$ cat src/rtl/jtframe_sdram_pkg.sv
// Shared definitions for the SDRAM slot arbiter: controller state encoding and
// default SDRAM word address width.
package jtframe_sdram_pkg;

    localparam int SDRAM_AW = 22;

    typedef enum logic [2:0] {
        ST_IDLE = 3'd0,
        ST_CMD  = 3'd1,
        ST_WAIT = 3'd2,
        ST_HOLD = 3'd3,
        ST_REF  = 3'd4
    } state_e;

endpackage

$ cat src/rtl/jtframe_rr_pick.sv
// Round-robin pick: first asserted request scanning from ptr upwards, wrapping
// modulo NSLOT. Purely combinational.
module jtframe_rr_pick #(
    parameter int NSLOT = 4,
    parameter int PW    = $clog2(NSLOT)
) (
    input  logic [NSLOT-1:0] req,
    input  logic [PW-1:0]    ptr,
    output logic [PW-1:0]    idx,
    output logic             valid
);

    localparam int unsigned N = NSLOT;

    int unsigned k;
    logic [PW-1:0] kk;

    always_comb begin
        idx   = '0;
        valid = 1'b0;
        k     = 0;
        kk    = '0;
        for (int unsigned i = 0; i < N; i++) begin
            k = 32'(ptr) + i;
            if (k >= N) begin
                k = k - N;
            end
            kk = PW'(k);
            if (!valid && req[kk]) begin
                valid = 1'b1;
                idx   = kk;
            end
        end
    end

endmodule

$ cat src/rtl/jtframe_sdram_arb.sv
// Shares one SDRAM sequencer port among NSLOT request slots: round-robin grant,
// one transaction in flight, periodic auto-refresh with priority over slots.
module jtframe_sdram_arb
    import jtframe_sdram_pkg::*;
#(
    parameter int NSLOT  = 4,
    parameter int REFCNT = 390,
    parameter int AW     = SDRAM_AW
) (
    input  logic                clk,
    input  logic                rst,
    input  logic [NSLOT-1:0]    slot_req,
    input  logic [NSLOT-1:0]    slot_rnw,
    input  logic [NSLOT*AW-1:0] slot_addr,
    input  logic [NSLOT*16-1:0] slot_wrdata,
    input  logic [NSLOT*2-1:0]  slot_wrmask,
    output logic [31:0]         din,
    output logic                din_ok,
    output logic [NSLOT-1:0]    we,
    output logic                sdram_req,
    output logic                sdram_rnw,
    output logic [AW-1:0]       sdram_addr,
    output logic [15:0]         sdram_din,
    output logic [1:0]          sdram_mask,
    output logic                sdram_refresh,
    input  logic                sdram_ack,
    input  logic                sdram_rdy,
    input  logic [31:0]         sdram_dout
);

    localparam int PW = $clog2(NSLOT);
    localparam int CW = $clog2(REFCNT);

    state_e          state_q, state_d;
    logic [PW-1:0]   ptr_q, ptr_d;
    logic [CW-1:0]   cnt_q, cnt_d;
    logic            pend_q, pend_d;
    logic [NSLOT-1:0] we_q, we_d;
    logic [31:0]     din_q, din_d;
    logic            rnw_q, rnw_d;
    logic [AW-1:0]   addr_q, addr_d;
    logic [15:0]     wd_q, wd_d;
    logic [1:0]      mask_q, mask_d;

    logic [PW-1:0]   pick_idx;
    logic            pick_valid;
    logic            cnt_wrap;

    jtframe_rr_pick #(
        .NSLOT (NSLOT),
        .PW    (PW)
    ) u_pick (
        .req   (slot_req),
        .ptr   (ptr_q),
        .idx   (pick_idx),
        .valid (pick_valid)
    );

    always_comb begin
        state_d  = state_q;
        ptr_d    = ptr_q;
        pend_d   = pend_q;
        we_d     = we_q;
        din_d    = din_q;
        rnw_d    = rnw_q;
        addr_d   = addr_q;
        wd_d     = wd_q;
        mask_d   = mask_q;
        cnt_wrap = (cnt_q == CW'(REFCNT - 1));
        cnt_d    = cnt_wrap ? '0 : cnt_q + 1'b1;

        case (state_q)
            ST_IDLE: begin
                if (pend_q) begin
                    state_d = ST_REF;
                end else if (pick_valid) begin
                    state_d = ST_CMD;
                    rnw_d   = slot_rnw[pick_idx];
                    addr_d  = slot_addr[pick_idx*AW +: AW];
                    wd_d    = slot_wrdata[pick_idx*16 +: 16];
                    mask_d  = slot_wrmask[pick_idx*2 +: 2];
                    we_d    = '0;
                    we_d[pick_idx] = 1'b1;
                    ptr_d   = (pick_idx == PW'(NSLOT - 1)) ? '0 : pick_idx + 1'b1;
                end
            end
            ST_CMD: begin
                if (sdram_ack) begin
                    state_d = ST_WAIT;
                end
            end
            ST_WAIT: begin
                if (sdram_rdy) begin
                    if (rnw_q) begin
                        din_d = sdram_dout;
                    end
                    state_d = ST_HOLD;
                end
            end
            ST_HOLD: begin
                state_d = ST_IDLE;
                we_d    = '0;
            end
            ST_REF: begin
                if (sdram_ack) begin
                    pend_d  = 1'b0;
                    state_d = ST_IDLE;
                end
            end
            default: state_d = ST_IDLE;
        endcase

        // A wrap landing on the refresh ack cycle starts a fresh interval.
        if (cnt_wrap) begin
            pend_d = 1'b1;
        end
    end

    always_ff @(posedge clk) begin
        if (rst) begin
            state_q <= ST_IDLE;
            ptr_q   <= '0;
            cnt_q   <= '0;
            pend_q  <= 1'b0;
            we_q    <= '0;
            din_q   <= '0;
            rnw_q   <= 1'b0;
            addr_q  <= '0;
            wd_q    <= '0;
            mask_q  <= '0;
        end else begin
            state_q <= state_d;
            ptr_q   <= ptr_d;
            cnt_q   <= cnt_d;
            pend_q  <= pend_d;
            we_q    <= we_d;
            din_q   <= din_d;
            rnw_q   <= rnw_d;
            addr_q  <= addr_d;
            wd_q    <= wd_d;
            mask_q  <= mask_d;
        end
    end

    assign din           = din_q;
    assign din_ok        = (state_q == ST_HOLD);
    assign we            = we_q;
    assign sdram_req     = (state_q == ST_CMD);
    assign sdram_rnw     = rnw_q;
    assign sdram_addr    = addr_q;
    assign sdram_din     = wd_q;
    assign sdram_mask    = mask_q;
    assign sdram_refresh = (state_q == ST_REF);

endmodule
$ cat config.mk
export PLATFORM = sky130hd
export DESIGN_NAME = jtframe_sdram_arb
export DESIGN_NICKNAME = d
export VERILOG_FILES = /design/src/rtl/jtframe_sdram_pkg.sv /design/src/rtl/jtframe_rr_pick.sv /design/src/rtl/jtframe_sdram_arb.sv
export SDC_FILE = /design/constraint.sdc
export NUM_CORES = 1
export LEC_CHECK = 0
export CORE_AREA = 2 2 109 111
export CTS_CLUSTER_SIZE = 8
export DETAILED_ROUTE_END_ITERATION = 10
export DIE_AREA = 0 0 111 113
export PLACE_DENSITY = 0.85
export RECOVER_POWER = 50
export SETUP_SLACK_MARGIN = 0.4
export SYNTH_ARGS = -nofsm -noshare
export SYNTH_HDL_FRONTEND = slang
export SYNTH_HIERARCHICAL = 1
export SYNTH_SLANG_ARGS = --single-unit
$ cat constraint.sdc
create_clock -name clk -period 4.13 [get_ports clk]
set_input_delay 0.413 -clock clk [delete_from_list [all_inputs] [get_ports clk]]
set_output_delay 0.413 -clock clk [all_outputs]
set_load 0.005 [all_outputs]
==> flow_summary.json <==
{
  "clockBufferDepth": 2,
  "syn_to_final_growth_pct": 72.5,
  "grt_util_met2_pct": 42.1,
  "switchingPower_uw": 703,
  "critPathMaxFanout": 41,
  "crit_path_start_kind": "input port",
  "fmax_ghz": 0.357,
  "dr_total_vias": 4535,
  "fin_skew_ns": 0.0103,
  "slew_headroom_pct": -16.2,
  "stdcell_count": 819,
  "seqCellArea_um2": 1840,
  "pre_cts_ws_ns": 1.03,
  "synth_area_um2": 4420,
  "final_nets": 881,
  "numCtsBuffers": 9,
  "critPathTopFamily": "buffers and inverters",
  "busiest_layer": "met2",
  "n_fill_cell": 862,
  "drc": 0,
  "place.gp.congestion": 0.859,
  "layout_min_cycle_time_ns": 2.80,
  "cts_hold_buf": 0,
  "die_height_um": 113,
  "first_iter_violations": 316,
  "cts-root-buf": "clkbuf_16",
  "outcome": "complete, but fails checks",
  "synthTopCellsByCount": "dfxtp_1, a21oi_1",
  "hpwlAfterDp_mm": 12.0,
  "multi_input_area_um2": 2390,
  "fin_tns_setup_ns": 0,
  "synthCells": 411,
  "max-vdd-ir-drop_v": 0.000217,
  "rsz0062_at_grt": "no",
  "synth.area.top_cells": "dfxtp_1, mux4_2, a22o_1",
  "cts_setup_buffers": 0,
  "slowest_delay_ns": 1.28,
  "synth_most_common_cell": "dfxtp_1",
  "antenna_found_initial": 0,
  "endpoint_kind": "flop",
  "power.density_nw_per_um2": 352,
  "swShare_pct": 26.2,
  "critPathSlowestCell": "clkbuf_1",
  "crit_buf_inv": 3,
  "wl_per_cell_um": 18.5,
  "core_um2": 11300,
  "violations": "capacitance limit, slew limit",
  "grt_start_max_net_pins": 42,
  "num_io_pins": 284,
  "hp-class": "reg -> reg",
  "die_w_um": 111,
  "num_antenna_cells": 0,
  "drive_gt1_share_pct": 10.5,
  "h-tree-depth": 3,
  "place.port_buffers": 283,
  "drt-total-wl_mm": 15.2,
  "dpl.cell_count": 803,
  "setup_violations": 0,
  "gr-usage-met3_pct": 4.93,
  "track_usage_pct": 23.8,
  "vias_per_cell": 5.54,
  "synth_nets": 621,
  "grt_pass1_vias": 4678,
  "worstPathArrival_ns": 3.02,
  "tightest_slew_ns": 1.74,
  "final_cell_area_um2": 7630,
  "hold_viol_final": 0,
  "post-route-period-util_pct": 67.8,
  "overflow": 0,
  "synthArstFlopShare_pct": 0,
  "fin_ws_ns": 1.33,
  "start_util_pct": 39.2,
  "ys.flop_type": "dfxtp_1",
  "p_int_uw": 1980,
  "drtAntennaViolNets": 0,
  "dpl_cell_area_um2": 7340,
  "dr.pass1.iters": 4,
  "synth-seq-area-share_pct": 41.6,
  "synth_top_area_share_pct": 41.6,
  "ys_types": 37,
  "cts_tree": "built",
  "grt_pass1_wl_mm": 23.9,
  "synth-edff-count": 0,
  "avgSynthCellArea_um2": 10.8,
  "slew_viol_final": 41,
  "path_cells": "dlygate4sd3_1 -> clkbuf_1 -> nor3_4 -> buf_4 -> a22o_1",
  "cp_data_required_time_ns": 4.35,
  "pwr-share-clk_pct": 30.1,
  "die_area_um2": 12500,
  "num_rows": 39,
  "synth-seq-cells": 92,
  "clk_latency_ns": 0.33,
  "ctsResizeCount": 0,
  "clk_pin_slew_ns": 0.06,
  "pwr-share-comb_pct": 31.2,
  "met1_usage_pct": 27.6,
  "leakage_uw": 0.00291,
  "yosysWarnings": 6,
  "worstSetupPathType": "in -> reg",
  "p_seq_share_pct": 38.7,
  "synth_top_area_cell": "dfxtp_1",
  "maxCapViolCount": 1,
  "clock-sinks": 92
}
==> metal layers <==
layer  vias to the layer above  share of wire [%]
met5                         -                  0
met4                         0                4.1
met3                        38                6.2
met2                       211                 52
met1                      2187                 38
li1                       2099                  -
==> flip-flops by register name, summed over array words and instances, names as in the netlist, 2 cells and up <==
signal      cells
ptr_q           2
cnt_q           9
state_q         3
sdram_addr     22
sdram_mask      2
din            32
we              4
sdram_din      16
==> worst min-delay path: stages (launching register included) <==
cell     delay [ns]
dfxtp_1        0.30
o21ai_0        0.06
a21oi_1        0.06
==> cell usage in the layout, fill, tap and decap left out, drive strengths merged, types with 2 or more instances in the layout <==
cell type,n
inv,11
or3,4
nand3,41
nor4bb,3
nand4,2
nand2,4
clkdlybuf4s50,208
mux4,41
dfxtp,92
xnor2,2
dlygate4sd3,75
nand2b,3
clkinvlp,2
clkinv,2
a22o,41
or2,2
nor2,10
o21ai,45
ha,6
clkbuf,11
buf,5
a21oi,49
or3b,2
nor3,2
==> through the flow <==
step | hold slack (ns) | total power (uW) | utilization (%)
2_1_floorplan | 0.445 | 1480 | -
3_3_place_gp | 0.459 | 1900 | 65.1
3_5_place_dp | 0.464 | 1930 | 65.1
4_1_cts | 0.477 | 2750 | 67.7
5_1_grt | 0.486 | 2810 | 67.7
6_report | 0.472 | 2680 | 67.7
==> logic make-up (layout without fill, tap and decap cells) <==
group | Yosys count | after routing | share of synthesized area [%]
mux | 41 | 41 | 20.9
fa+ha+maj | 6 | 6 | 1.70
simple gates | 79 | 79 | 10.2
xor+xnor | 3 | 3 | 0.594
buf+inv | 50 | 315 | 5.37
compound gates | 140 | 140 | 19.7
flops | 92 | 92 | 41.6
==> final timing paths <==
kind	slack [ns]	to	from	cells past startpoint
worst min-delay path	0.47	din[21]$_SDFFE_PP0P_	din[21]$_SDFFE_PP0P_	2
worst max register to register	1.65	sdram_addr[2]$_SDFFE_PP0P_	ptr_q[0]$_SDFFE_PP0P_	6
worst max-delay path	1.33	sdram_din[1]$_SDFFE_PP0P_	rst	5
worst min register to register	0.47	din[21]$_SDFFE_PP0P_	din[21]$_SDFFE_PP0P_	2
==> layout make-up <==
class / count / area share [%]
well taps: 143 / 2.34
repair buffers: 289 / 37.8
clock buffers: 10 / 3.00
multi-input cells: 269 / 31.4
clock inverters: 6 / 0.836
inverters: 10 / 0.492
flip-flops and latches: 92 / 24.1
==> power groups by stage <==
stage	sequential (uW)	combinational [uW]	clock, uW
floorplan	1050	422	0
global placement	1050	848	0
detailed placement	1060	871	0
CTS	1040	873	834
global route	1050	895	866
finish	1040	837	809
(Power assumes the default switching activity.)
